`config.mk`:
```
export PLATFORM = sky130hd
export DESIGN_NAME = serial_adder
export DESIGN_NICKNAME = d
export VERILOG_FILES = /design/src/rtl/serial_adder.sv
export SDC_FILE = /design/constraint.sdc
export NUM_CORES = 1
export LEC_CHECK = 0
export BUFFER_PORTS_ARGS = -buffer_cell sky130_fd_sc_hd__buf_2
export CORE_MARGIN = 1
export CORE_UTILIZATION = 40
export CTS_CLUSTER_DIAMETER = 80
export DETAILED_ROUTE_END_ITERATION = 7
export PLACE_DENSITY_LB_ADDON = 0.15
export SYNTH_ARGS = -nofsm -noshare
export SYNTH_HDL_FRONTEND = slang
export SYNTH_SLANG_ARGS = --single-unit
```
`constraint.sdc`:
```
create_clock -name clk -period 1.24 [get_ports clk]
set_input_delay 0.186 -clock clk [delete_from_list [all_inputs] [get_ports clk]]
set_output_delay 0.186 -clock clk [all_outputs]
set_load 0.01 [all_outputs]
```
`src/rtl/serial_adder.sv`:
```
// Bit-serial adder: one full-adder cell plus carry flop, LSB first, start/busy/done handshake.
// Optional subtract mode is built when SERIAL_ADDER_SUB_EN is defined.
module serial_adder #(
  parameter int WIDTH = 8
) (
  input  logic             clk,
  input  logic             reset,
  input  logic             start,
  input  logic [WIDTH-1:0] a,
  input  logic [WIDTH-1:0] b,
  input  logic             c_in,
`ifdef SERIAL_ADDER_SUB_EN
  input  logic             sub,
`endif
  output logic [WIDTH-1:0] sum,
  output logic             c_out,
  output logic             busy,
  output logic             done
);

  localparam int CW = (WIDTH > 2) ? $clog2(WIDTH) : 1;
  localparam logic [CW-1:0] LAST_CNT = CW'(WIDTH - 1);

  typedef enum logic [1:0] {
    ST_IDLE = 2'd0,
    ST_RUN  = 2'd1,
    ST_DONE = 2'd2
  } state_t;

  state_t           state_r;
  state_t           state_nxt_s;
  logic             accept_s;
  logic [WIDTH-1:0] sa_r;
  logic [WIDTH-1:0] sb_r;
  logic [WIDTH-1:0] ss_r;
  logic             cy_r;
  logic [CW-1:0]    cnt_r;
  logic [WIDTH-1:0] sum_r;
  logic             c_out_r;
  logic             busy_r;
  logic             done_r;
  logic             fa_sum_s;
  logic             fa_cy_s;
  logic [WIDTH-1:0] ld_b_s;
  logic             ld_cy_s;

  function automatic logic maj3(input logic x, input logic y, input logic z);
    return (x & y) | (x & z) | (y & z);
  endfunction

  // Next-state decode and operand-acceptance strobe
  always_comb begin
    state_nxt_s = state_r;
    accept_s    = 1'b0;
    case (state_r)
      ST_IDLE: begin
        if (start) begin
          accept_s    = 1'b1;
          state_nxt_s = ST_RUN;
        end else begin
          state_nxt_s = ST_IDLE;
        end
      end
      ST_RUN: begin
        if (cnt_r == LAST_CNT) begin
          state_nxt_s = ST_DONE;
        end else begin
          state_nxt_s = ST_RUN;
        end
      end
      ST_DONE: begin
        if (start) begin
          accept_s    = 1'b1;
          state_nxt_s = ST_RUN;
        end else begin
          state_nxt_s = ST_IDLE;
        end
      end
      default: begin
        state_nxt_s = ST_IDLE;
      end
    endcase
  end

  // Full-adder cell and load values (subtract = add inverted B with carry-in forced high)
  always_comb begin
    fa_sum_s = sa_r[0] ^ sb_r[0] ^ cy_r;
    fa_cy_s  = maj3(sa_r[0], sb_r[0], cy_r);
    ld_b_s   = b;
    ld_cy_s  = c_in;
`ifdef SERIAL_ADDER_SUB_EN
    if (sub) begin
      ld_b_s  = ~b;
      ld_cy_s = 1'b1;
    end else begin
      ld_b_s  = b;
      ld_cy_s = c_in;
    end
`endif
  end

  // State, datapath shift registers and registered outputs
  always_ff @(posedge clk) begin
    if (reset) begin
      state_r <= ST_IDLE;
      sa_r    <= {WIDTH{1'b0}};
      sb_r    <= {WIDTH{1'b0}};
      ss_r    <= {WIDTH{1'b0}};
      cy_r    <= 1'b0;
      cnt_r   <= {CW{1'b0}};
      sum_r   <= {WIDTH{1'b0}};
      c_out_r <= 1'b0;
      busy_r  <= 1'b0;
      done_r  <= 1'b0;
    end else begin
      state_r <= state_nxt_s;
      busy_r  <= (state_nxt_s == ST_RUN);
      done_r  <= (state_nxt_s == ST_DONE);
      if (accept_s) begin
        sa_r  <= a;
        sb_r  <= ld_b_s;
        cy_r  <= ld_cy_s;
        cnt_r <= {CW{1'b0}};
      end else if (state_r == ST_RUN) begin
        sa_r  <= {1'b0, sa_r[WIDTH-1:1]};
        sb_r  <= {1'b0, sb_r[WIDTH-1:1]};
        ss_r  <= {fa_sum_s, ss_r[WIDTH-1:1]};
        cy_r  <= fa_cy_s;
        cnt_r <= cnt_r + {{(CW-1){1'b0}}, 1'b1};
        // Last bit: publish the sum including the bit being produced this cycle
        if (cnt_r == LAST_CNT) begin
          sum_r   <= {fa_sum_s, ss_r[WIDTH-1:1]};
          c_out_r <= fa_cy_s;
        end
      end
    end
  end

  assign sum   = sum_r;
  assign c_out = c_out_r;
  assign busy  = busy_r;
  assign done  = done_r;

endmodule

```
# [Word level (Yosys, flattened, before mapping)]
# Cells that the tools add are included.
[totals] register_bits=41 input_bits=20 output_inout_bits=11 elab_cells=41
[op_classes] n_mux=11 n_reduce_logical=6 add_sub_neg=1 bitwise=8 eq_ne=5
[ops] op="8-bit two-way mux" n=4
[ops] op="1-bit two-way mux" n=5
[ops] op="2-bit by 1-bit == test with 1-bit output (second input constant)" n=2
[ops] op="2-bit == test (second input constant)" n=2
[ops] op="2-bit case mux with 2 select lines" n=1
[ops] op="2-bit OR reduction" n=2
[ops] op="3-bit by 1-bit adder with 3-bit output (second input constant)" n=1
[ops] op="1-bit AND" n=3
[ops] op="3-bit == test (second input constant)" n=1
[ops] op="3-bit AND reduction" n=1
[ops] op="2-bit logical NOT" n=1
[ops] op="2-bit two-way mux" n=1
[ops] op="1-bit bitwise OR" n=2
[ops] op="2-bit AND reduction" n=1
[ops] op="2-bit nonzero test" n=1
[ops] op="1-bit XOR" n=2
[ops] op="1-bit inverter" n=1

# [Logic depth before layout (Yosys ltp)]
[logic_depth] word_depth=5 mapped_depth=6 depth_no_buf=5

# [Worst setup path before layout]
# No wires, ideal clock.
[synth_timing] kind="register to register" startpoint="register cnt_r[0]" endpoint="register sum_r[1] (netlist: sum[1])" path_slack_ns=-0.056 required_ns=1.169 t_arrival_ns=1.226 path_stages_with_launch=7 setup_time_ns=0.071 period_less_slack_ns=1.296 path_buffers=1 path_cell_list="dfxtp_1 > ha_1 > ha_1 > nand3b_1 > clkbuf_1 > nand2_1 > a21oi_1"
[synth_between] elab_chain_len=2
[synth_rtl] item="start: declaration" line="37" text="logic [CW-1:0] cnt_r;"
[synth_rtl] item="start signal: assignment" line="110" text="cnt_r <= {CW{1'b0}};"
[synth_rtl] item="start signal: assignment" line="123" text="cnt_r <= {CW{1'b0}};"
[synth_rtl] item="start signal: assignment" line="129" text="cnt_r <= cnt_r + {{(CW-1){1'b0}}, 1'b1};"
[synth_rtl] item="3-bit == test" line="131" text="if (cnt_r == LAST_CNT) begin"
[synth_rtl] item="3-bit AND reduction (no source line)"
[synth_rtl] item="end signal: assignment" line="111" text="sum_r <= {WIDTH{1'b0}};"
[synth_rtl] item="end signal: assignment" line="132" text="sum_r <= {fa_sum_s, ss_r[WIDTH-1:1]};"
[synth_rtl] item="end: declaration" line="38" text="logic [WIDTH-1:0] sum_r;"
# Every way passes these cells.
# A chain may end at the register's enable or synchronous reset.

# [Worst setup path in the final report]
[layout_timing] startpoint="register cnt_r[0]" endpoint="register sum_r[6] (netlist: sum[6])"
# The elaborated chain is that of the path after synthesis.

==> run metrics <==
status=finished clean; gpl congestion=between 0.7 and 0.8; Placed Area=0.00183 mm^2; Mapped Nets=between 200 and 250; worst r2r src=cnt_r[0]$_SDFFE_PP0N_; most frequent cells in the layout=nand2_1 (46), dfxtp_1 (37), buf_2 (30), nor2_1 (16), a21oi_1 (16); FILL cells=357; Sw Ratio=0.235; final WL=3340 um; crit start category=register; Syn Area/Cell=8.48 um^2; Mapped Cells=186; vias per std cell=5.24; ant diodes=0; Buffers on Ports=30; Flop pwr share=0.535; Worst Clk Skew=0.00291 ns; DP HPWL=2320 um; power density cells=~1300 mW/mm^2; Clk pin slew, worst setup/hold paths=0.07 ns; CP most frequent cell=ha_4; dpl ws=-0.0309 ns; Final Cell Area=0.00198 mm^2; Tmin final=1.19 ns; area grow syn2layout=25.4%; Leakage=0.768 nW; cts hold-fix bufs=0; worst-path fanout max=11; crit path capture type=register; initial antenna violation count=0; Max Clock Freq=~840 MHz; CTS tree=built; total track usage=0.176; highest-delay cell along the critical path=dfxtp_2; Worst-Skew Late Latency=approximately 0.28 ns; via count=1378; io pins=31; chip width=64.8 um; non-filler cells, final=263; Final Max Slew Viols=0; DR WL/cell=12.7 um; CTS Buf Count=5; WHS Path Cells=3; Core Util, Final=0.532; sequential element share of the synthesized area=0.508; crit path DAT=roughly 1.4 ns; relative slew slack=0.796; unrepaired setup endpoints after global routing=true; internal reg-to-reg setup slack=0.05 ns; Detailed Routing Iterations Pass 1=4; R2R cell count=6; worst slew pin tran=0.306 ns; Mapped Area=0.00158 mm^2; Tcrit/Tclk final=0.963; Reg2Reg Capture Point=sum[6]$_SDFFE_PP0P_; Clock Sinks=40; Hold Violations, Final=0; combinational power share=0.116; switching power=0.605 mW; fin worst setup slack=around 0.046 ns; vias in the first global route=around 1300; Synth Warn #=0; worst path cell trace=ha_4, ha_4, nand3b_1, buf_12, nand2_1, a21oi_2; clock root cell=clkbuf_8; row cnt=22; GRT overflow=0; Netlist cell types=22; Clock Power Share=0.349; core area=0.00372 mm^2; most common cell after layout, fill and taps aside=nand2_1; die area=0.00420 mm^2; Final Net Count=~240; setup_tns=0 ns; Min-Delay Path Class=in2reg; first-pass GRT wire length=5540 um; Pint=around 2 mW; Synth Register Bits=40; hold path start=b[7]; Crit Path Class=reg2reg; largest net degree at the start of global routing=28; dpl cells=256; layout cells sized above 1=0.274; critical path data required time=1.46 ns; DRT iter0 DRCs=56; Post-route DRC=0; htree depth=2; remaining antenna violation count after routing=0; hold path endpoint=sb_r[7]$_SDFFE_PP0P_; slowest stage delay, CP=0.34 ns; setup violators final=0; Initial Util=0.425; Die Y=64.8 um; maxcap violations=0; Max IR drop VDD=0.000690 V; Max Buffers Root-to-Sink=2
==> cell families after synthesis <==
| kind of cell | share of synthesized area |
|---|---|
| simple gates | 0.228 |
| xor+xnor | 0.00555 |
| flops | 0.508 |
| compound gates | 0.153 |
| fa+ha+maj | 0.0285 |
| mux | 0.0190 |
| buf+inv | 0.0579 |
==> power by group through the flow <==
stage	sequential, mW	combinational (mW)	clock, mW
3_5_place_dp	1.41	0.297	0
2_1_floorplan	1.40	0.195	0
4_1_cts	1.38	0.300	0.929
6_report	1.38	0.300	0.901
3_3_place_gp	1.40	0.290	0
5_1_grt	1.38	0.337	0.990
==> state kept, by name (all words and copies together) (netlist names) <==
register,cells
busy,1
cnt_r,3
ss_r,7
c_out,1
sb_r,8
cy_r,1
state_r,2
done,1
sa_r,8
sum,8
==> cell usage after synthesis (all sizes together) <==
master | n | area (um^2)
nand3 | 13 | 65.1
nor2 | 16 | 60.1
a21oi | 20 | 100
and2b | 2 | 15.0
dfxtp | 40 | 801
a311oi | 12 | 111
mux2i | 3 | 30.0
ha | 2 | 25.0
fa | 1 | 20.0
clkbuf | 5 | 18.8
nand2 | 48 | 180
buf | 12 | 72.6
nor3 | 4 | 20.0
a22oi | 3 | 22.5
xnor2 | 1 | 8.76
nand3b | 1 | 7.51
nand2b | 2 | 12.5
o21a | 1 | 7.51
==> layout make-up <==
type	count	area [um^2]	share of cell area
clock buffer	7	96.3	0.0487
sequential	40	805	0.407
multi-input combinational	129	737	0.373
tap	48	60.1	0.0304
timing repair buffer	39	280	0.142
==> worst max path at each step <==
stage / depth (start not counted) / end / startpoint
6_report: 6 / sum[6]$_SDFFE_PP0P_ / cnt_r[0]$_SDFFE_PP0N_
5_1_grt: 4 / sa_r[5]$_SDFFE_PP0P_ / state_r[1]$_SDFF_PP0_
4_1_cts: 6 / sum[6]$_SDFFE_PP0P_ / cnt_r[1]$_SDFFE_PP0N_
3_5_place_dp: 6 / sum[6]$_SDFFE_PP0P_ / cnt_r[0]$_SDFFE_PP0N_
3_3_place_gp: 5 / busy$_SDFF_PP0_ / cnt_r[0]$_SDFFE_PP0N_
2_1_floorplan: 5 / busy$_SDFF_PP0_ / cnt_r[0]$_SDFFE_PP0N_
==> routing by layer <==
metal  share of wire  wire length, um  global-route usage  up-vias
met4           0.011               36              0.0583        0
met2            0.48             1610               0.294       36
met3           0.053              176              0.0581        4
li1                -                -                   -      686
met1            0.46             1520               0.210      652
met5               0                0                   0        -
==> stage by stage <==
stage,power (mW),hold WS [ns]
floorplan,1.59,0.322
detailed placement,1.70,0.445
finish,2.58,0.160
CTS,2.61,0.157
global placement,1.69,0.433
global route,2.71,0.167
==> what timing repair did <==
item                       4_1_cts  5_1_grt
cloned                           0        0
buffers inserted                 0        0
setup endpoints to repair        8       19
resized for setup                6        8
pin swaps                        0        1
==> worst max-delay path, delay by kind of cell (launching register included) <==
family | cells | cell delay, ns
buf+inv | 1 | 0.14
flops | 1 | 0.34
compound gates | 1 | 0.13
fa+ha+maj | 2 | 0.31
simple gates | 2 | 0.20
Power figures use the tool's default switching activity.
